$ cat config.mk
export PLATFORM = sky130hd
export DESIGN_NAME = hazard_scoreboard
export DESIGN_NICKNAME = d
export VERILOG_FILES = /design/src/rtl/hazard_scoreboard.sv
export SDC_FILE = /design/constraint.sdc
export NUM_CORES = 1
export LEC_CHECK = 0
export ABC_AREA = 1
export CORE_UTILIZATION = 50
export DETAILED_ROUTE_END_ITERATION = 12
export PLACE_DENSITY = 0.73
export SLEW_MARGIN = 20
export SYNTH_ARGS = -nofsm -noshare
export SYNTH_HDL_FRONTEND = slang
export SYNTH_SLANG_ARGS = --single-unit
export TNS_END_PERCENT = 50
$ cat constraint.sdc
create_clock -name clk -period 2.86 [get_ports clk]
set_input_delay 0.429 -clock clk [delete_from_list [all_inputs] [get_ports clk]]
set_output_delay 0.429 -clock clk [all_outputs]
set_load 0.005 [all_outputs]
$ cat src/rtl/hazard_scoreboard.sv
// Scoreboard hazard unit for the 5-stage RV32IM pipeline: per-register ready countdowns,
// RAW / multi-cycle MUL stalls, taken-branch flush and a saturating stall-cycle counter.
module hazard_scoreboard #(
    parameter bit          FWD_EN  = 1'b0,
    parameter int unsigned WB_DIST = 3,
    parameter int unsigned MUL_LAT = 4,
    parameter int unsigned STAT_W  = 16
) (
    input  logic              clk,
    input  logic              rst,
    input  logic [31:0]       instr_D,
    input  logic              br_taken_E,
    output logic              pc_enable,
    output logic              IF_ID_enable,
    output logic              IF_ID_flush,
    output logic              ID_EX_enable,
    output logic              ID_EX_flush,
    output logic              EX_ME_enable,
    output logic              EX_ME_flush,
    output logic              ME_WB_enable,
    output logic              ME_WB_flush,
    output logic [STAT_W-1:0] stall_cycles
);

    localparam int unsigned CW_RAW = $clog2(WB_DIST + MUL_LAT + 1);
    localparam int unsigned CW     = (CW_RAW < 1) ? 1 : CW_RAW;
    localparam int unsigned MW_RAW = $clog2(MUL_LAT);
    localparam int unsigned MW     = (MW_RAW < 1) ? 1 : MW_RAW;

    localparam logic [6:0] OP_R      = 7'b0110011;
    localparam logic [6:0] OP_IMM    = 7'b0010011;
    localparam logic [6:0] OP_LOAD   = 7'b0000011;
    localparam logic [6:0] OP_STORE  = 7'b0100011;
    localparam logic [6:0] OP_BRANCH = 7'b1100011;
    localparam logic [6:0] OP_JALR   = 7'b1100111;
    localparam logic [6:0] OP_LUI    = 7'b0110111;
    localparam logic [6:0] OP_AUIPC  = 7'b0010111;
    localparam logic [6:0] OP_JAL    = 7'b1101111;

    logic [6:0]    opcode;
    logic [6:0]    funct7;
    logic [2:0]    funct3;
    logic [4:0]    rd;
    logic [4:0]    rs1;
    logic [4:0]    rs2;
    logic          use_rs1;
    logic          use_rs2;
    logic          wr_rd;
    logic          is_load;
    logic          is_mul;
    logic [CW-1:0] r_dist;
    logic [CW-1:0] cnt_rd_dec;
    logic [CW-1:0] cnt [0:31];
    logic [MW-1:0] mul_busy;
    logic          raw_stall;
    logic          mul_stall;
    logic          issue;

    assign opcode = instr_D[6:0];
    assign rd     = instr_D[11:7];
    assign funct3 = instr_D[14:12];
    assign rs1    = instr_D[19:15];
    assign rs2    = instr_D[24:20];
    assign funct7 = instr_D[31:25];

    // Operand usage and destination write per opcode class
    always_comb begin
        use_rs1 = 1'b0;
        use_rs2 = 1'b0;
        wr_rd   = 1'b0;
        is_load = 1'b0;
        is_mul  = 1'b0;
        case (opcode)
            OP_R: begin
                use_rs1 = 1'b1;
                use_rs2 = 1'b1;
                wr_rd   = 1'b1;
                is_mul  = (funct7 == 7'b0000001) && !funct3[2];
            end
            OP_IMM, OP_JALR: begin
                use_rs1 = 1'b1;
                wr_rd   = 1'b1;
            end
            OP_LOAD: begin
                use_rs1 = 1'b1;
                wr_rd   = 1'b1;
                is_load = 1'b1;
            end
            OP_STORE, OP_BRANCH: begin
                use_rs1 = 1'b1;
                use_rs2 = 1'b1;
            end
            OP_LUI, OP_AUIPC, OP_JAL: wr_rd = 1'b1;
            default: ;
        endcase
    end

    // Cycles until the issued result can be consumed
    always_comb begin
        if (FWD_EN) begin
            if (is_mul)       r_dist = CW'(MUL_LAT - 1);
            else if (is_load) r_dist = CW'(1);
            else              r_dist = '0;
        end else begin
            r_dist = is_mul ? CW'(WB_DIST + MUL_LAT - 1) : CW'(WB_DIST);
        end
    end

    assign cnt_rd_dec = (cnt[rd] != '0) ? cnt[rd] - CW'(1) : '0;
    assign raw_stall  = (use_rs1 && rs1 != 5'd0 && cnt[rs1] != '0) ||
                        (use_rs2 && rs2 != 5'd0 && cnt[rs2] != '0);
    assign mul_stall  = (mul_busy != '0);
    assign issue      = !rst && !br_taken_E && !raw_stall && !mul_stall;

    always_ff @(posedge clk) begin
        if (rst) begin
            for (int i = 0; i < 32; i++) cnt[i] <= '0;
            mul_busy     <= '0;
            stall_cycles <= '0;
        end else begin
            cnt[0] <= '0;
            for (int i = 1; i < 32; i++)
                cnt[i] <= (cnt[i] != '0) ? cnt[i] - CW'(1) : '0;
            // WAW keeps whichever producer finishes later
            if (issue && wr_rd && rd != 5'd0)
                cnt[rd] <= (cnt_rd_dec > r_dist) ? cnt_rd_dec : r_dist;
            if (issue && is_mul)
                mul_busy <= MW'(MUL_LAT - 1);
            else if (mul_busy != '0)
                mul_busy <= mul_busy - MW'(1);
            if (!br_taken_E && (raw_stall || mul_stall) && stall_cycles != {STAT_W{1'b1}})
                stall_cycles <= stall_cycles + STAT_W'(1);
        end
    end

    // Pipeline register controls in priority order
    always_comb begin
        pc_enable    = 1'b1;
        IF_ID_enable = 1'b1;
        IF_ID_flush  = 1'b0;
        ID_EX_enable = 1'b1;
        ID_EX_flush  = 1'b0;
        EX_ME_enable = 1'b1;
        EX_ME_flush  = 1'b0;
        ME_WB_enable = 1'b1;
        ME_WB_flush  = 1'b0;
        if (rst) begin
            IF_ID_flush = 1'b1;
            ID_EX_flush = 1'b1;
            EX_ME_flush = 1'b1;
            ME_WB_flush = 1'b1;
        end else if (br_taken_E) begin
            IF_ID_flush = 1'b1;
            ID_EX_flush = 1'b1;
        end else if (mul_stall) begin
            pc_enable    = 1'b0;
            IF_ID_enable = 1'b0;
            ID_EX_enable = 1'b0;
            EX_ME_flush  = 1'b1;
        end else if (raw_stall) begin
            pc_enable    = 1'b0;
            IF_ID_enable = 1'b0;
            ID_EX_flush  = 1'b1;
        end
    end

endmodule

# Word level (Yosys, flattened, before mapping)
# Memory sizes are Yosys's and may differ from the RTL's.
# Index checks and enable logic that the tools add are counted.
dict set report word_totals {
  ff_bits 18
  ram_bits 96
  word_cells 237
  memories 1
}
dict set report classes {
  add_sub_neg 34
  magnitude_cmp 1
  n_eq_ne 11
  n_mux 94
  bitwise 32
  n_reduce_logical 62
}
# name words width read_ports rd_ports_with_merged_regs wr line
set mem_list {}
lappend mem_list {cnt 32 3 34 0 33 53} ;# logic [CW-1:0] cnt [0:31];
# op n
set ops {}
lappend ops {{two-way mux 3 bit} 66}
lappend ops {{nonzero test 3 bit} 34}
lappend ops {{subtractor 3 x 1 -> 3 bit, second input constant} 32}
lappend ops {{bitwise OR 1 bit} 32}
lappend ops {{two-way mux 1 bit} 26}
lappend ops {{== test 7 x 6 -> 1 bit, second input constant} 3}
lappend ops {{== test 7 bit, second input constant} 3}
lappend ops {{adder 16 x 1 -> 16 bit, second input constant} 1}
lappend ops {{!= test 16 bit, second input constant} 1}
lappend ops {{nonzero test 5 bit} 3}
lappend ops {{== test 7 x 5 -> 1 bit, second input constant} 2}
lappend ops {{logical AND 1 bit} 13}
lappend ops {{== test 7 x 1 -> 1 bit, second input constant} 1}
lappend ops {{== test 7 x 2 -> 1 bit, second input constant} 1}
lappend ops {{OR reduction 7 bit} 1}
lappend ops {{OR reduction 6 bit} 1}
lappend ops {{zero test 1 bit} 5}
lappend ops {{two-way mux 2 bit} 2}
lappend ops {{nonzero test 2 bit} 2}
lappend ops {{> comparator 3 bit} 1}
lappend ops {{OR reduction 3 bit} 1}
lappend ops {{logical OR 1 bit} 2}
lappend ops {{subtractor 2 x 1 -> 2 bit, second input constant} 1}

# Depth between registers and ports, before layout
# Gate-level depths: netlist of the first run.
dict set report logic_depth {
  depth_word 14
  ltp_mapped 26
  mapped_depth_nobuf 23
}

# Least setup slack after synthesis of the first run
# OpenSTA, ideal clock, no wires.
dict set report synth_timing {
  kind {input to register}
  from {input port instr_D[7]}
  to {memory cnt[10][0] (netlist name)}
  setup_time_ns 0.112
  arrival_time_ns 2.266
  slack_ns 0.482
  path_stages 22
  path_buffers 3
  cell_sequence {buf_4 -> buf_2 -> o21ai_0 -> nand2_1 -> nand2_1 -> nand2_1 -> nand2_1 -> nor2_1 -> nand2_1 -> nor2_1 -> inv_1 -> nor2_1 -> nor2_1 -> inv_1 -> ha_1 -> nand3_1 -> nand2_1 -> nand2_1 -> nand2_2 -> buf_6 -> nand2_1 -> nand2_1}
}
# element line
set synth_lines {}
lappend synth_lines {{start, declared} 11} ;# input logic [31:0] instr_D,
lappend synth_lines {{end, declared} 53}

==> impl_metrics.ini, run 1 <==
[global_routing]
grt_pass1_vias = 9533
grt_first_pass_wirelength_mm = 48.03
antenna_found_initial = 0
grt_usage_pct = 33.34
grt_max_degree = 75
overflow = 0

[detailed_routing]
wl_per_cell_um = 16.30
ant_nets = 0
viasPerCell = 5.456
vias = 10339
dr.first_iter.drc_count = 867
dr.pass1.iters = 5
wirelength_mm = 30.89
drc = 0

[critical_path]
cpPeakStageDelay_ns = 0.43
crit_slowest_cell = clkdlybuf4s50_1
cp_max_fo = 7
r2r_setup_slack_ns = 0.25
crit_path_cell_trace = clkdlybuf4s50_1 -> buf_4 -> nor3_2 -> buf_4 -> nand2_1 -> nand2_1 -> nor2_2 -> nand2_1 -> nor2_2 -> inv_2 -> nor2_4 -> nor2_2 -> inv_1 -> ha_2 -> inv_1 -> nand3_1 -> nand2_2 -> nand2_1 -> nand2_2 -> nand2_8 -> buf_12 -> nand2_1 -> nand2_1
r2r_start = cnt[16][1]$_DFF_P_
cp.required_ns = 3.17
start_kind = input port
path_class = in2reg
reg2reg_depth = 23
cp-startpoint = instr_D[11]
r2r-end = cnt[22][0]$_DFF_P_
critical-path-top-delay-family = simple AND/OR/NAND/NOR gates
cp.arrival_ns = 3.13
worstSetupEndpointType = flip-flop
crit_buf_inv = 7
cpMostUsedCell = nand2_1

[die]
io_pins = 60
dieArea_um2 = 18670
chipWidth_um = 136.6
rows = 48
core-area_um2 = 17480
fp.dieH_um = 136.6
initial_utilization_pct = 51.85

[timing]
hold_ws_ns = 0.2650
clock_skew_ns = 0.009759
setup_slack_ns = 0.03398
worst_slew_pin_slew_ns = 0.8727
slew_headroom_pct = 41.82
max_freq_ghz = 0.3539
setup_viol = 0
hold_viol = 0
fin_crit_ns = 2.826
fin_crit_sh_pct = 98.81
maxSlewViolCount = 0

[synthesis]
synth.distinct_cells = 36
ys_seq_elements = 114
syn_inst = 1531
yosysSeqAreaShare_pct = 25.18
avgSynthCellArea_um2 = 5.919
ys.flop_type = dfxtp_1
synth.yosys.warnings = 0
synth_edf_count = 0
ys_async_sr_fraction_pct = 0
synth_area_um2 = 9062

[place]
io_buffers = 55
dp_slack_ns = -0.4513
place_hpwl_mm = 21.52
gp_congestion = 0.9914

[cts]
cts_max_path_buffers = 2
clock_latency_ns = 0.43
cts_sinks = 114
hold_buffers = 0
numCtsBuffers = 17
cts-root-buf = clkbuf_16
cts_tree = yes
path_clk_slew_ns = 0.06
htree_levels = 4

[min_path]
min_to = stall_cycles[13]$_SDFFE_PP0P_
holdCritStartpoint = rst
holdCritPathClass = in2reg
min_delay_path_depth = 2

[final_layout]
final_common_cell = nand2_1
drive_above_1_share_pct = 13.23
final_cell_mix = 600 x nand2_1, 160 x inv_1, 138 x nor2_1
antenna_cells = 0
fin_nets = 1759
syn_to_final_growth_pct = 25.79

[power_and_ir_drop]
power.total_mw = 4.951
ir_drop_uv = 469.8
p_leak_nw = 5.489
powerDensity_nw_per_um2 = 434.3

[run_status]
status = finished, final reports clean

[flow_run]
maxCapViolCount = 0
[synthesized netlist by cell type (2+ instances only)]
cell type  instances  area, um2
a211oi_1           3      22.52
a21oi_1           60      300.3
a22oi_1            5      37.54
buf_2             16      80.08
buf_4             11      82.58
buf_6             13      146.4
clkbuf_1          21      78.83
clkinv_1           2      7.510
conb_1             2      7.510
dfxtp_1          114       2282
ha_1              67      838.3
inv_1            163      611.8
inv_2              5      18.77
inv_4              2      12.51
nand2_1          611       2293
nand2_2            2      12.51
nand3_1          120      600.6
nand3_2           24      240.2
nand4_1           21      131.4
nor2_1           145      544.3
nor2_2             3      18.77
nor3_1            48      240.2
nor4_1             4      25.02
o21ai_0           17      85.08
o21ai_1           29      145.1
xnor2_1            6      52.55
xor2_1             8      70.07
[worst max-delay path by stage]
stage,endpoint,slack (ns),cells past startpoint
3_5_place_dp,cnt[8][0]$_DFF_P_,-0.45,26
4_1_cts,ID_EX_flush,0.06,17
5_1_grt,cnt[22][0]$_DFF_P_,-0.09,21
2_1_floorplan,cnt[10][0]$_DFF_P_,0.48,22
3_3_place_gp,cnt[29][0]$_DFF_P_,-0.41,24
6_report,cnt[22][0]$_DFF_P_,0.03,23
[report_power, final]
group	total [mW]	switching [mW]	internal, mW
Combinational	0.859	0.507	0.352
Clock	2.46	0.823	1.63
Sequential	1.64	0.0213	1.61
Total	4.95	1.35	3.60
[flip-flops by register name, summed over array words and instances (netlist names)]
register      flops
mul_busy          2
cnt              96
stall_cycles     16
[cell families after synthesis]
kind of cell	share of synthesized area (%)
other	0.08287
AND/OR/NAND/NOR	45.82
AO/OA/AOI/OAI	6.751
XOR/XNOR	1.353
buffers and inverters	11.56
adder cells (fa/ha/maj)	9.250
flip-flops	25.18
[final cells by class]
type / instances / area (um2)
Fill cell: 1632 / 6077
Multi-Input combinational cell: 1185 / 5881
Sequential cell: 114 / 2282
Timing Repair Buffer: 166 / 1614
Inverter: 172 / 665.6
Clock buffer: 19 / 432.9
Tap cell: 225 / 281.5
Clock inverter: 13 / 234.0
Timing Repair inverter: 1 / 8.758
[worst reg2reg max path, cell delays in order (launching register included)]
cell     delay [ns]
dfxtp_1        0.42
inv_1          0.08
o21ai_0        0.16
nand2_1        0.07
nand2_1        0.08
nand2_1        0.06
nand2_1        0.06
nor2_1         0.04
nand2_1        0.10
nor2_2         0.07
inv_2          0.09
nor2_4         0.04
nor2_2         0.13
inv_1          0.07
ha_2           0.17
inv_1          0.05
nand3_1        0.10
nand2_2        0.10
nand2_1        0.06
nand2_2        0.12
nand2_8        0.11
buf_12         0.16
nand2_1        0.07
nand2_1        0.06
[layer usage]
metal	up-vias	track usage, %	routed length, um
met5	-	0	0
met1	4701	41.41	12590
met4	0	16.05	1404
li1	5037	-	-
met3	119	5.889	2583
met2	482	55.53	14310
[per-stage QoR]
step | std cells | instance area (um2) | setup TNS, ns | utilization, %
after global placement | 1854 | 10460 | -26.49 | 59.85
after CTS | 1886 | 11150 | 0 | 63.78
after detailed placement | 1854 | 10460 | -28.26 | 59.85
after global routing | 1895 | 11400 | -1.862 | 65.23
final | 1895 | 11400 | 0 | 65.23
after floorplan | 1534 | 9074 | 0 | -
[repair_timing]
item,CTS,global route
setup buffers,0,5
gates cloned,0,4
endpoints found under the setup margin,15,55
gates resized for setup,16,55
pin swaps,0,8
No activity file was read; power rests on OpenSTA's default activity.
==> run 2, diff against run 1 <==
--- a/config.mk
+++ b/config.mk
@@ -9,6 +9,7 @@
 export CORE_UTILIZATION = 50
 export DETAILED_ROUTE_END_ITERATION = 12
 export PLACE_DENSITY = 0.73
+export REMOVE_ABC_BUFFERS = 1
 export SLEW_MARGIN = 20
 export SYNTH_ARGS = -nofsm -noshare
 export SYNTH_HDL_FRONTEND = slang
==> impl_metrics.ini, run 2 (same netlist as run 1, synthesis figures left out) <==
[place]
dp_slack_ns = -0.3994
place_hpwl_mm = 20.19
io_buffers = 55
gp_congestion = 0.9810

[detailed_routing]
ant_nets = 0
dr.first_iter.drc_count = 1023
wirelength_mm = 28.54
drc = 0
vias = 10140
dr.pass1.iters = 7
viasPerCell = 5.402
wl_per_cell_um = 15.20

[critical_path]
reg2reg_depth = 23
cp_max_fo = 3
start_kind = input port
r2r-end = cnt[25][0]$_DFF_P_
r2r_start = cnt[18][1]$_DFF_P_
path_class = in2out
cp.arrival_ns = 2.25
cp.required_ns = 2.43
worstSetupEndpointType = output pin
r2r_setup_slack_ns = 0.42

[global_routing]
grt_max_degree = 77
grt_first_pass_wirelength_mm = 45.69
overflow = 0
grt_usage_pct = 31.46
grt_pass1_vias = 9085
antenna_found_initial = 0

[timing]
slew_headroom_pct = 40.15
setup_slack_ns = 0.1835
finalSetupTns_ns = 0
maxSlewViolCount = 0
max_freq_ghz = 0.3736
setup_viol = 0
hold_ws_ns = 0.4785
hold_viol = 0
rsz0062_at_grt = false
worst_slew_pin_slew_ns = 0.8977
fin_crit_ns = 2.677
clock_skew_ns = 0.01233
fin_crit_sh_pct = 93.58

[die]
initial_utilization_pct = 51.85
dieArea_um2 = 18670
rows = 48
chipWidth_um = 136.6
core-area_um2 = 17480
io_pins = 60
fp.dieH_um = 136.6

[power_and_ir_drop]
p_leak_nw = 5.476
ir_drop_uv = 428.1
powerDensity_nw_per_um2 = 412.2
combPwrFrac_pct = 17.8
pwr-share-clk_pct = 47.3
p_switching_mw = 1.354
sw_frac_of_total_pct = 28.85
p_seq_share_pct = 34.8
internal_power_mw = 3.341

[min_path]
holdCritPathClass = reg2reg
holdCritStartpoint = stall_cycles[15]$_SDFFE_PP0P_
min_delay_path_depth = 2
min_to = stall_cycles[15]$_SDFFE_PP0P_

[flow_run]
maxCapViolCount = 0

[final_layout]
fin_nets = 1741
multi_input_area_um2 = 6018
antenna_cells = 0
final_core_util_pct = 65.17
drive_above_1_share_pct = 13.74
syn_to_final_growth_pct = 25.68
final_common_cell = nand2_1
top_regs = cnt x96, stall_cycles x16, mul_busy x2
regArea_um2 = 2283
largest-register = cnt
final_cell_mix = 597 x nand2_1, 158 x inv_1, 122 x nor2_1
largest_register_ffs = 96
num-fill-cells = 1561

[cts]
numCtsBuffers = 17
clock_latency_ns = 0.44
cts_max_path_buffers = 2
cts_sinks = 114
htree_levels = 4
cts-root-buf = clkbuf_16
hold_buffers = 0
path_clk_slew_ns = 0.06
cts_tree = yes

[run_status]
status = finished, final reports clean
run 2: layer usage:
layer  wire length, um  track usage [%]  vias to the layer above
met5                 0                0                        -
met4               964            11.48                        0
met3              2547            6.407                       80
met2             12920            51.02                      493
met1             12110            41.02                     4570
li1                  -                -                     4997
run 2: what timing repair did:
action                                  4_1_cts  5_1_grt
buffers inserted                              0        1
pin swaps                                     3       13
gates resized for setup                      27       83
gates cloned                                  0        2
endpoints found under the setup margin        3       34
run 2: critical path, stage by stage:
cell	delay (ns)
clkdlybuf4s50_1	0.47
nand2_2	0.09
inv_2	0.09
nand2_2	0.08
a211oi_2	0.21
buf_4	0.17
o21a_1	0.16
nand3_4	0.13
nand2_2	0.09
nand2_1	0.05
nand2_1	0.07
dlygate4sd2_1	0.23
run 2: power groups by stage:
| stage | combinational [mW] | clock, mW | sequential, mW |
|---|---|---|---|
| 2_1_floorplan | 0.367 | 0 | 1.67 |
| 4_1_cts | 0.811 | 2.23 | 1.63 |
| 3_3_place_gp | 0.793 | 0 | 1.67 |
| 3_5_place_dp | 0.801 | 0 | 1.67 |
| 5_1_grt | 0.903 | 2.30 | 1.64 |
| 6_report | 0.837 | 2.22 | 1.64 |
run 2: worst max path at each step:
stage | slack (ns) | from | endpoint | depth (start not counted)
2_1_floorplan | -1.63 | instr_D[1] | cnt[10][2]$_DFF_P_ | 10
3_3_place_gp | -0.35 | instr_D[7] | cnt[29][0]$_DFF_P_ | 22
3_5_place_dp | -0.40 | instr_D[7] | cnt[13][0]$_DFF_P_ | 22
4_1_cts | 0.003 | cnt[10][0]$_DFF_P_ | pc_enable | 12
5_1_grt | 0.02 | instr_D[1] | cnt[8][0]$_DFF_P_ | 16
6_report | 0.18 | instr_D[0] | ID_EX_flush | 12
run 2: area by class of cell:
cell class,count,share of cell area [%]
repair buffers,149,13.46
flip-flops and latches,114,20.05
clock inverters,14,1.428
multi-input cells,1185,52.84
well taps,225,2.472
clock buffers,18,3.856
inverters,172,5.899
run 2: per-stage QoR:
stage               cells  cell area [um2]  power (mW)
global placement     1842            10410       2.463
finish               1877            11390       4.695
floorplan            1471             8677       2.033
global route         1877            11390       4.841
detailed placement   1842            10410       2.471
CTS                  1874            11060       4.678
